`src/rtl/rob_alloc_commit_if.sv`:
```
// rtl/rob_alloc_commit_if.sv - issue, regfile, CDB, dispatch and commit signal bundle for the reorder buffer
interface rob_alloc_commit_if #(
    parameter int ROB_ADD_W = 4,
    parameter int REG_ADD_W = 5,
    parameter int DAT_W     = 32,
    parameter int OP_W      = 6
);
    logic                 iFlush;
    logic                 iIS_En;
    logic                 iIS_EnRd;
    logic [REG_ADD_W-1:0] iIS_Rd;
    logic [REG_ADD_W-1:0] iIS_Rs1;
    logic [REG_ADD_W-1:0] iIS_Rs2;
    logic                 oIS_Full;
    logic [ROB_ADD_W-1:0] oRF_Qn;
    logic                 iRF_En;
    logic [ROB_ADD_W-1:0] iRF_Qs1;
    logic [ROB_ADD_W-1:0] iRF_Qs2;
    logic [DAT_W-1:0]     iRF_Vs1;
    logic [DAT_W-1:0]     iRF_Vs2;
    logic [OP_W-1:0]      iRF_Op;
    logic [DAT_W-1:0]     iRF_Pc;
    logic [DAT_W-1:0]     iRF_Imm;
    logic                 iCDB_En;
    logic [ROB_ADD_W-1:0] iCDB_Tag;
    logic [DAT_W-1:0]     iCDB_Val;
    logic                 oRS_En;
    logic [ROB_ADD_W-1:0] oRS_Dest;
    logic [ROB_ADD_W-1:0] oRS_Qj;
    logic [ROB_ADD_W-1:0] oRS_Qk;
    logic [DAT_W-1:0]     oRS_Vj;
    logic [DAT_W-1:0]     oRS_Vk;
    logic [OP_W-1:0]      oRS_Op;
    logic [DAT_W-1:0]     oRS_Pc;
    logic [DAT_W-1:0]     oRS_Imm;
    logic                 oRF_En;
    logic [ROB_ADD_W-1:0] oRF_Rd;
    logic [DAT_W-1:0]     oRF_Vd;

    modport master (
        output iFlush, iIS_En, iIS_EnRd, iIS_Rd, iIS_Rs1, iIS_Rs2,
        output iRF_En, iRF_Qs1, iRF_Qs2, iRF_Vs1, iRF_Vs2, iRF_Op, iRF_Pc, iRF_Imm,
        output iCDB_En, iCDB_Tag, iCDB_Val,
        input  oIS_Full, oRF_Qn,
        input  oRS_En, oRS_Dest, oRS_Qj, oRS_Qk, oRS_Vj, oRS_Vk, oRS_Op, oRS_Pc, oRS_Imm,
        input  oRF_En, oRF_Rd, oRF_Vd
    );

    modport slave (
        input  iFlush, iIS_En, iIS_EnRd, iIS_Rd, iIS_Rs1, iIS_Rs2,
        input  iRF_En, iRF_Qs1, iRF_Qs2, iRF_Vs1, iRF_Vs2, iRF_Op, iRF_Pc, iRF_Imm,
        input  iCDB_En, iCDB_Tag, iCDB_Val,
        output oIS_Full, oRF_Qn,
        output oRS_En, oRS_Dest, oRS_Qj, oRS_Qk, oRS_Vj, oRS_Vk, oRS_Op, oRS_Pc, oRS_Imm,
        output oRF_En, oRF_Rd, oRF_Vd
    );
endinterface

```
`src/rtl/rob_alloc_commit.sv`:
```
// rtl/rob_alloc_commit.sv - reorder buffer: tag reservation, operand resolution/dispatch, in-order commit
module rob_alloc_commit #(
    parameter int ROB_ADD_W = 4,
    parameter int REG_ADD_W = 5,
    parameter int DAT_W     = 32,
    parameter int OP_W      = 6
) (
    input  logic clk,
    input  logic rst,
    rob_alloc_commit_if.slave bus
);
    localparam int N = 1 << ROB_ADD_W;
    localparam int C = N - 1;

    typedef logic [ROB_ADD_W-1:0] tag_t;
    typedef logic [REG_ADD_W-1:0] reg_t;
    typedef logic [DAT_W-1:0]     dat_t;

    // Entry 0 is never allocated, so its slots simply stay idle.
    logic [N-1:0] busy_q, busy_d, rdy_q, rdy_d, enrd_q, enrd_d;
    reg_t         rd_q [N];
    reg_t         rd_d [N];
    dat_t         val_q [N];
    dat_t         val_d [N];
    tag_t         head_q, head_d, tail_q, tail_d, cnt_q, cnt_d;

    // One-deep record of the last reserve, waiting for the regfile operand packet.
    logic pend_vld_q, pend_vld_d;
    tag_t pend_tag_q, pend_tag_d;
    reg_t pend_rs1_q, pend_rs1_d, pend_rs2_q, pend_rs2_d;

    logic        rs_en_q, rs_en_d;
    tag_t        rs_dest_q, rs_dest_d, rs_qj_q, rs_qj_d, rs_qk_q, rs_qk_d;
    dat_t        rs_vj_q, rs_vj_d, rs_vk_q, rs_vk_d, rs_pc_q, rs_pc_d, rs_imm_q, rs_imm_d;
    logic [OP_W-1:0] rs_op_q, rs_op_d;
    logic        rf_en_q, rf_en_d;
    tag_t        rf_rd_q, rf_rd_d;
    dat_t        rf_vd_q, rf_vd_d;

    logic full, reserve, fill, commit;
    logic cdb_en;
    tag_t cdb_tag;
    dat_t cdb_val;

    assign cdb_en  = bus.iCDB_En;
    assign cdb_tag = bus.iCDB_Tag;
    assign cdb_val = bus.iCDB_Val;

    function automatic tag_t next_tag(input tag_t t);
        return (t == tag_t'(C)) ? tag_t'(1) : t + tag_t'(1);
    endfunction

    // Returns {pending tag, value}; a zero tag means the operand is ready.
    function automatic logic [ROB_ADD_W+DAT_W-1:0] resolve(input tag_t q, input dat_t v, input reg_t rs);
        if (q == tag_t'(0))                    return {tag_t'(0), v};
        else if (!busy_q[q] || rd_q[q] != rs)  return {tag_t'(0), v};
        else if (commit && head_q == q)        return {tag_t'(0), val_q[head_q]};
        else if (rdy_q[q])                     return {tag_t'(0), val_q[q]};
        else if (cdb_en && cdb_tag == q)       return {tag_t'(0), cdb_val};
        else                                   return {q, v};
    endfunction

    // Room is kept for the reserve whose fill is still in flight.
    assign full    = (cnt_q >= tag_t'(C - 1));
    assign reserve = bus.iIS_En && !full;
    assign fill    = bus.iRF_En && pend_vld_q;
    assign commit  = busy_q[head_q] && rdy_q[head_q];

    // Next-state for entries, pointers, dispatch packet and commit write; flush overrides all of it.
    always_comb begin
        busy_d = busy_q; rdy_d = rdy_q; enrd_d = enrd_q; rd_d = rd_q; val_d = val_q;
        head_d = head_q; tail_d = tail_q;
        cnt_d  = cnt_q + tag_t'(reserve) - tag_t'(commit);
        pend_vld_d = pend_vld_q; pend_tag_d = pend_tag_q; pend_rs1_d = pend_rs1_q; pend_rs2_d = pend_rs2_q;
        rs_en_d = fill;
        rs_dest_d = rs_dest_q; rs_qj_d = rs_qj_q; rs_qk_d = rs_qk_q; rs_vj_d = rs_vj_q; rs_vk_d = rs_vk_q;
        rs_op_d = rs_op_q; rs_pc_d = rs_pc_q; rs_imm_d = rs_imm_q;
        rf_en_d = commit && enrd_q[head_q] && (rd_q[head_q] != reg_t'(0));
        rf_rd_d = rf_rd_q; rf_vd_d = rf_vd_q;

        if (commit) begin
            busy_d[head_q] = 1'b0;
            head_d  = next_tag(head_q);
            rf_rd_d = tag_t'(rd_q[head_q]);
            rf_vd_d = val_q[head_q];
        end
        if (cdb_en && busy_q[cdb_tag]) begin
            rdy_d[cdb_tag] = 1'b1;
            val_d[cdb_tag] = cdb_val;
        end
        if (fill) begin
            pend_vld_d = 1'b0;
            rs_dest_d  = pend_tag_q;
            {rs_qj_d, rs_vj_d} = resolve(bus.iRF_Qs1, bus.iRF_Vs1, pend_rs1_q);
            {rs_qk_d, rs_vk_d} = resolve(bus.iRF_Qs2, bus.iRF_Vs2, pend_rs2_q);
            rs_op_d  = bus.iRF_Op;
            rs_pc_d  = bus.iRF_Pc;
            rs_imm_d = bus.iRF_Imm;
        end
        if (reserve) begin
            busy_d[tail_q] = 1'b1;
            rdy_d[tail_q]  = 1'b0;
            enrd_d[tail_q] = bus.iIS_EnRd;
            rd_d[tail_q]   = bus.iIS_Rd;
            tail_d     = next_tag(tail_q);
            pend_vld_d = 1'b1;
            pend_tag_d = tail_q;
            pend_rs1_d = bus.iIS_Rs1;
            pend_rs2_d = bus.iIS_Rs2;
        end
        if (bus.iFlush) begin
            busy_d = '0; rdy_d = '0;
            head_d = tag_t'(1); tail_d = tag_t'(1); cnt_d = '0;
            pend_vld_d = 1'b0;
            rs_en_d = 1'b0;
            rf_en_d = 1'b0;
            rf_rd_d = rf_rd_q; rf_vd_d = rf_vd_q;
        end
    end

    // State register with synchronous reset.
    always_ff @(posedge clk) begin
        if (rst) begin
            busy_q <= '0; rdy_q <= '0; enrd_q <= '0;
            for (int i = 0; i < N; i++) begin
                rd_q[i]  <= '0;
                val_q[i] <= '0;
            end
            head_q <= tag_t'(1); tail_q <= tag_t'(1); cnt_q <= '0;
            pend_vld_q <= 1'b0; pend_tag_q <= '0; pend_rs1_q <= '0; pend_rs2_q <= '0;
            rs_en_q <= 1'b0; rs_dest_q <= '0; rs_qj_q <= '0; rs_qk_q <= '0;
            rs_vj_q <= '0; rs_vk_q <= '0; rs_op_q <= '0; rs_pc_q <= '0; rs_imm_q <= '0;
            rf_en_q <= 1'b0; rf_rd_q <= '0; rf_vd_q <= '0;
        end else begin
            busy_q <= busy_d; rdy_q <= rdy_d; enrd_q <= enrd_d;
            rd_q <= rd_d; val_q <= val_d;
            head_q <= head_d; tail_q <= tail_d; cnt_q <= cnt_d;
            pend_vld_q <= pend_vld_d; pend_tag_q <= pend_tag_d; pend_rs1_q <= pend_rs1_d; pend_rs2_q <= pend_rs2_d;
            rs_en_q <= rs_en_d; rs_dest_q <= rs_dest_d; rs_qj_q <= rs_qj_d; rs_qk_q <= rs_qk_d;
            rs_vj_q <= rs_vj_d; rs_vk_q <= rs_vk_d; rs_op_q <= rs_op_d; rs_pc_q <= rs_pc_d; rs_imm_q <= rs_imm_d;
            rf_en_q <= rf_en_d; rf_rd_q <= rf_rd_d; rf_vd_q <= rf_vd_d;
        end
    end

    assign bus.oIS_Full = full;
    assign bus.oRF_Qn   = tail_q;
    assign bus.oRS_En   = rs_en_q;
    assign bus.oRS_Dest = rs_dest_q;
    assign bus.oRS_Qj   = rs_qj_q;
    assign bus.oRS_Qk   = rs_qk_q;
    assign bus.oRS_Vj   = rs_vj_q;
    assign bus.oRS_Vk   = rs_vk_q;
    assign bus.oRS_Op   = rs_op_q;
    assign bus.oRS_Pc   = rs_pc_q;
    assign bus.oRS_Imm  = rs_imm_q;
    assign bus.oRF_En   = rf_en_q;
    assign bus.oRF_Rd   = rf_rd_q;
    assign bus.oRF_Vd   = rf_vd_q;
endmodule

```
`src/flat_wrapper.sv`:
```
// flat-port wrapper written by rule: the top's interface ports become plain ports
module rob_alloc_commit_flat 
#(
    parameter int ROB_ADD_W = 4,
    parameter int REG_ADD_W = 5,
    parameter int DAT_W     = 32,
    parameter int OP_W      = 6
)
  (clk, rst, bus_iFlush, bus_iIS_En, bus_iIS_EnRd, bus_iIS_Rd, bus_iIS_Rs1, bus_iIS_Rs2, bus_iRF_En, bus_iRF_Qs1, bus_iRF_Qs2, bus_iRF_Vs1, bus_iRF_Vs2, bus_iRF_Op, bus_iRF_Pc, bus_iRF_Imm, bus_iCDB_En, bus_iCDB_Tag, bus_iCDB_Val, bus_oIS_Full, bus_oRF_Qn, bus_oRS_En, bus_oRS_Dest, bus_oRS_Qj, bus_oRS_Qk, bus_oRS_Vj, bus_oRS_Vk, bus_oRS_Op, bus_oRS_Pc, bus_oRS_Imm, bus_oRF_En, bus_oRF_Rd, bus_oRF_Vd);
  rob_alloc_commit_if #(.ROB_ADD_W(ROB_ADD_W), .REG_ADD_W(REG_ADD_W), .DAT_W(DAT_W), .OP_W(OP_W)) bus_i ();
  input  logic clk;
  input  logic rst;
  input wire logic [$bits(bus_i.iFlush)-1:0] bus_iFlush;
  input wire logic [$bits(bus_i.iIS_En)-1:0] bus_iIS_En;
  input wire logic [$bits(bus_i.iIS_EnRd)-1:0] bus_iIS_EnRd;
  input wire logic [$bits(bus_i.iIS_Rd)-1:0] bus_iIS_Rd;
  input wire logic [$bits(bus_i.iIS_Rs1)-1:0] bus_iIS_Rs1;
  input wire logic [$bits(bus_i.iIS_Rs2)-1:0] bus_iIS_Rs2;
  input wire logic [$bits(bus_i.iRF_En)-1:0] bus_iRF_En;
  input wire logic [$bits(bus_i.iRF_Qs1)-1:0] bus_iRF_Qs1;
  input wire logic [$bits(bus_i.iRF_Qs2)-1:0] bus_iRF_Qs2;
  input wire logic [$bits(bus_i.iRF_Vs1)-1:0] bus_iRF_Vs1;
  input wire logic [$bits(bus_i.iRF_Vs2)-1:0] bus_iRF_Vs2;
  input wire logic [$bits(bus_i.iRF_Op)-1:0] bus_iRF_Op;
  input wire logic [$bits(bus_i.iRF_Pc)-1:0] bus_iRF_Pc;
  input wire logic [$bits(bus_i.iRF_Imm)-1:0] bus_iRF_Imm;
  input wire logic [$bits(bus_i.iCDB_En)-1:0] bus_iCDB_En;
  input wire logic [$bits(bus_i.iCDB_Tag)-1:0] bus_iCDB_Tag;
  input wire logic [$bits(bus_i.iCDB_Val)-1:0] bus_iCDB_Val;
  output wire logic [$bits(bus_i.oIS_Full)-1:0] bus_oIS_Full;
  output wire logic [$bits(bus_i.oRF_Qn)-1:0] bus_oRF_Qn;
  output wire logic [$bits(bus_i.oRS_En)-1:0] bus_oRS_En;
  output wire logic [$bits(bus_i.oRS_Dest)-1:0] bus_oRS_Dest;
  output wire logic [$bits(bus_i.oRS_Qj)-1:0] bus_oRS_Qj;
  output wire logic [$bits(bus_i.oRS_Qk)-1:0] bus_oRS_Qk;
  output wire logic [$bits(bus_i.oRS_Vj)-1:0] bus_oRS_Vj;
  output wire logic [$bits(bus_i.oRS_Vk)-1:0] bus_oRS_Vk;
  output wire logic [$bits(bus_i.oRS_Op)-1:0] bus_oRS_Op;
  output wire logic [$bits(bus_i.oRS_Pc)-1:0] bus_oRS_Pc;
  output wire logic [$bits(bus_i.oRS_Imm)-1:0] bus_oRS_Imm;
  output wire logic [$bits(bus_i.oRF_En)-1:0] bus_oRF_En;
  output wire logic [$bits(bus_i.oRF_Rd)-1:0] bus_oRF_Rd;
  output wire logic [$bits(bus_i.oRF_Vd)-1:0] bus_oRF_Vd;
  assign bus_i.iFlush = bus_iFlush;
  assign bus_i.iIS_En = bus_iIS_En;
  assign bus_i.iIS_EnRd = bus_iIS_EnRd;
  assign bus_i.iIS_Rd = bus_iIS_Rd;
  assign bus_i.iIS_Rs1 = bus_iIS_Rs1;
  assign bus_i.iIS_Rs2 = bus_iIS_Rs2;
  assign bus_i.iRF_En = bus_iRF_En;
  assign bus_i.iRF_Qs1 = bus_iRF_Qs1;
  assign bus_i.iRF_Qs2 = bus_iRF_Qs2;
  assign bus_i.iRF_Vs1 = bus_iRF_Vs1;
  assign bus_i.iRF_Vs2 = bus_iRF_Vs2;
  assign bus_i.iRF_Op = bus_iRF_Op;
  assign bus_i.iRF_Pc = bus_iRF_Pc;
  assign bus_i.iRF_Imm = bus_iRF_Imm;
  assign bus_i.iCDB_En = bus_iCDB_En;
  assign bus_i.iCDB_Tag = bus_iCDB_Tag;
  assign bus_i.iCDB_Val = bus_iCDB_Val;
  assign bus_oIS_Full = bus_i.oIS_Full;
  assign bus_oRF_Qn = bus_i.oRF_Qn;
  assign bus_oRS_En = bus_i.oRS_En;
  assign bus_oRS_Dest = bus_i.oRS_Dest;
  assign bus_oRS_Qj = bus_i.oRS_Qj;
  assign bus_oRS_Qk = bus_i.oRS_Qk;
  assign bus_oRS_Vj = bus_i.oRS_Vj;
  assign bus_oRS_Vk = bus_i.oRS_Vk;
  assign bus_oRS_Op = bus_i.oRS_Op;
  assign bus_oRS_Pc = bus_i.oRS_Pc;
  assign bus_oRS_Imm = bus_i.oRS_Imm;
  assign bus_oRF_En = bus_i.oRF_En;
  assign bus_oRF_Rd = bus_i.oRF_Rd;
  assign bus_oRF_Vd = bus_i.oRF_Vd;
  rob_alloc_commit #(.ROB_ADD_W(ROB_ADD_W), .REG_ADD_W(REG_ADD_W), .DAT_W(DAT_W), .OP_W(OP_W)) u_core (.clk(clk), .rst(rst), .bus(bus_i));
endmodule
```
`config.mk`:
```
export PLATFORM = sky130hd
export DESIGN_NAME = rob_alloc_commit_flat
export DESIGN_NICKNAME = d
export VERILOG_FILES = /design/src/rtl/rob_alloc_commit_if.sv /design/src/rtl/rob_alloc_commit.sv /design/src/flat_wrapper.sv
export SDC_FILE = /design/constraint.sdc
export NUM_CORES = 2
export LEC_CHECK = 0
export BUFFER_PORTS_ARGS = -buffer_cell sky130_fd_sc_hd__buf_2
export CELL_PAD_IN_SITES_DETAIL_PLACEMENT = 1
export CELL_PAD_IN_SITES_GLOBAL_PLACEMENT = 1
export CORE_UTILIZATION = 52
export DETAILED_ROUTE_END_ITERATION = 8
export PLACE_DENSITY = 0.88
export SYNTH_ARGS = -nofsm -noshare
export SYNTH_HDL_FRONTEND = slang
export SYNTH_SLANG_ARGS = --single-unit
```
`constraint.sdc`:
```
create_clock -name clk -period 7.1 [get_ports clk]
set_clock_uncertainty 0.15 [all_clocks]
set_input_delay 1.065 -clock clk [delete_from_list [all_inputs] [get_ports clk]]
set_output_delay 1.065 -clock clk [all_outputs]
set_load 0.1 [all_outputs]
```
==> key figures <==
Setup path
  – Max incr delay on CP: roughly 660 ps
  – WP data arrival: 4930 ps
  – CP Max Fanout: 74
  – Crit Reg-Reg Endpoint: u_core.bus.oRF_Vd[19]
  – Slowest cell on crit path: buf_8
  – Critical path, cell by cell: buf_8 -> mux4_2 -> o21bai_1 -> a21oi_1 -> a311oi_4 -> buf_4 -> a21oi_1 -> a31oi_4 -> buf_4 -> a221o_1
  – CP Capture Type: flop
  – Worst Setup Path Type: in2reg
  – CP Data Required Time: approximately 7600 ps
  – Element type at the critical path start: input pin
  – R2R Setup Slk: 2790 ps
  – R2R cell count: 6
  – Worst r2r src: u_core.head_q[1]

Logic synthesis
  – Synthesized area per cell: 10.9 µm²
  – YS warnings: 0
  – Predominant post-synthesis flop cell: dfxtp_1
  – Post-synth net total: about 4500
  – Synth Register Bits: 851
  – Count leader, synth: dfxtp_1
  – Synthesized instance count: 4260
  – Post-synth cell types: 58
  – Top cell type by total area after synthesis: dfxtp_1
  – FFs w/ async S/R, synth: 0
  – Commonest cells in the synthesized netlist: dfxtp_1 (851), mux4_2 (563), mux2i_1 (553)
  – Post-synth EDFFs: 0
  – Synth top area share: 0.367
  – Post-synthesis sequential area ratio: 0.367
  – Post-synthesis instance area: 46400 µm²
  – Synth area leaders: dfxtp_1 (37%), mux4_2 (27%), mux2i_1 (12%), nor2_1 (4.4%), nand2_1 (4.1%)

Clock tree
  – Clock sinks: approximately 850
  – Clock transition at path regs: 60 ps
  – Post-CTS Resized: 0
  – CTS tree: built
  – CTS Root Cell: clkbuf_16
  – CTS buffer count: about 90
  – H-tree Lvls: 3
  – Hold bufs inserted after CTS: 0
  – Clock tree buffer depth: 3
  – Buffer count from post-CTS setup fixing: 0
  – Clock Latency Late Sink: a little under 700 ps

STA
  – Post-layout min period: 4480 ps
  – Final Cycle Share: 0.631
  – Final hold vios: 0
  – Final Setup Violations: 0
  – Fmax achieved: approximately 0.22 GHz
  – Setup TNS: 0 ps
  – Slew headroom: 0.0985
  – Slew @ Worst Pin: 1350 ps
  – Max-slew violations: 0
  – RSZ-0062 raised after global routing: no

Global route
  – Total congestion overflow: 0
  – Vias in the first global route: around 42000
  – Initial antenna violation count: 17
  – Global-route wire length before repair: 272000 µm
  – Largest net degree at the start of global routing: 204
  – Gr usage total: 0.399

Worst hold path
  – HP Start: u_core.bus.oRS_Pc[9]
  – Hold path cells: 2
  – Hold Path Class: reg2reg
  – Hold path endpoint: u_core.bus.oRS_Pc[9]

Power
  – Tot Pwr: ~11 mW
  – Cell Pwr Density: 208 nW/µm²
  – Leak: 19.7 nW
  – VDD IR-drop max: between 0.2 and 0.3 mV

Finish
  – Area Growth Syn to Fin: 11.5%
  – Share of cells above drive strength 1: 0.286
  – Number of nets in the layout: 4561
  – Layout fillers: 9130

Die
  – Site row count: 109
  – Die area: approximately 90000 µm²
  – Core Area: 88400 µm²
  – Starting Density: 0.525
  – Die Y: 301 µm
  – I/O pin count: between 300 and 400
  – DIE WIDTH: between 300 and 400 µm

Flow run
  – Max-cap viol count: 0

Route
  – Per-cell routed wire length: 32.7 µm
  – DR vias/cell: between 7 and 8
  – Via count: 40000
  – Remaining antenna violation count after routing: 0
  – # DRC: 0
  – DRT Wirelength: 183000 µm
  – Detailed Routing Iterations Pass 1: 6
  – Drt initial violations: between 5000 and 6000

Run status
  – Run status: finished clean

Place
  – GPL Wtd Cong: 0.873
  – Count of input and output buffers: 388
  – DP HPWL: 105000 µm
[cells by family (layout without fill, tap and decap cells)]
kind of cell / after synthesis / after routing / synth area share
compound gates: 486 / 486 / 0.0720
xor+xnor: 19 / 19 / 0.00359
fa+ha+maj: 14 / 14 / 0.00394
buf+inv: 498 / 653 / 0.0452
flops: 851 / 851 / 0.367
mux: 1126 / 1126 / 0.395
other cells: 0 / 12 / 0
simple gates: 1266 / 1266 / 0.113
[critical path, delay by kind of cell]
| family | cells | cell delay [ps] |
|---|---|---|
| buf+inv | 3 | 1740 |
| compound gates | 6 | 1430 |
| mux | 1 | 610 |
[metrics by stage]
| step | setup slack [ps] | util | hold slack, ps | cell area (µm²) | instances |
|---|---|---|---|---|---|
| finish | 2620 | 0.585 | 301 | 51700 | 5592 |
| CTS | 2690 | 0.585 | 302 | 51700 | 5580 |
| global route | 2490 | 0.585 | 319 | 51700 | 5588 |
| global placement | 2150 | 0.550 | 289 | 48600 | 5418 |
| detailed placement | 2030 | 0.550 | 293 | 48600 | 5418 |
| floorplan | 3110 | - | 282 | 46400 | 4260 |
[worst max path at each step]
stage	end	start	slack, ps
floorplan	u_core.bus.oRS_Vj[10]	bus_iRF_Qs1[0]	3110
global placement	u_core.bus.oRS_Vj[24]	bus_iRF_Qs1[0]	2150
detailed placement	u_core.bus.oRS_Vk[0]	bus_iRF_Qs2[0]	2030
CTS	u_core.bus.oRS_Qk[0]	bus_iRF_Qs2[0]	2690
global route	u_core.bus.oRS_Vj[29]	bus_iRF_Qs1[2]	2490
finish	u_core.bus.oRS_Vj[12]	bus_iRF_Qs1[0]	2620
[cells in the final DEF (no fill, tap or decap), types with 13 or more instances in the layout]
| cell | synthesis | routed |
|---|---|---|
| nand3_1 | 58 | 57 |
| a211oi_2 | 27 | 27 |
| nor2_4 | 0 | 13 |
| nand2_1 | 504 | 503 |
| dfxtp_1 | 851 | 847 |
| o21ai_0 | 62 | 62 |
| and3_1 | 35 | 34 |
| buf_2 | 92 | 379 |
| nand2b_1 | 47 | 44 |
| o211a_1 | 14 | 14 |
| inv_1 | 43 | 43 |
| a221oi_2 | 27 | 27 |
| nor2_1 | 547 | 534 |
| a21oi_1 | 257 | 257 |
| mux2i_1 | 553 | 553 |
| mux4_2 | 563 | 562 |
| clkbuf_16 | 0 | 94 |
| a221o_1 | 32 | 32 |
| and2_1 | 36 | 35 |
| o31ai_1 | 33 | 33 |
| clkbuf_8 | 0 | 18 |
| buf_4 | 10 | 60 |
| clkinv_2 | 0 | 16 |
| ha_1 | 13 | 13 |
[state kept, by name, summed over array words and instances, names as in the netlist, 6 cells and up]
name / count
u_core.bus.oRF_Vd: 32
u_core.bus.oRS_Pc: 32
u_core.val_q: 512
u_core.rd_q: 80
u_core.bus.oRS_Imm: 32
u_core.busy_q: 16
u_core.bus.oRS_Vk: 32
u_core.bus.oRS_Op: 6
u_core.rdy_q: 16
u_core.enrd_q: 16
u_core.bus.oRS_Vj: 32
[final cells by class]
type                            instances  area, µm²  share of cell area
Multi-Input combinational cell       2911      27400               0.530
Sequential cell                       851      17100               0.330
Clock buffer                          122       2620              0.0506
Timing Repair Buffer                  446       2460              0.0475
Tap cell                             1165       1460              0.0282
Clock inverter                         40        512             0.00989
Inverter                               45        169             0.00326
Antenna cell                           12       30.0            0.000580
[where the power goes]
| part | leakage, nW | total, mW | internal (mW) | switching (mW) |
|---|---|---|---|---|
| registers | 6.86 | 4.83 | 4.80 | 0.0270 |
| clock network | 1.54 | 5.15 | 2.98 | 2.17 |
| logic | 11.3 | 0.799 | 0.215 | 0.585 |
[routing by layer]
layer  global-route usage  wire length (µm)  up-vias  share of wire
met5                    0                96        -        0.00052
met2                0.626             84800     3271           0.46
li1                     -                 -    15800              -
met1                0.478             62800    20000           0.34
met3                0.119             22600      938           0.12
met4                0.261             12500       14          0.068
Note: power is estimated with default switching activity, not from simulation.
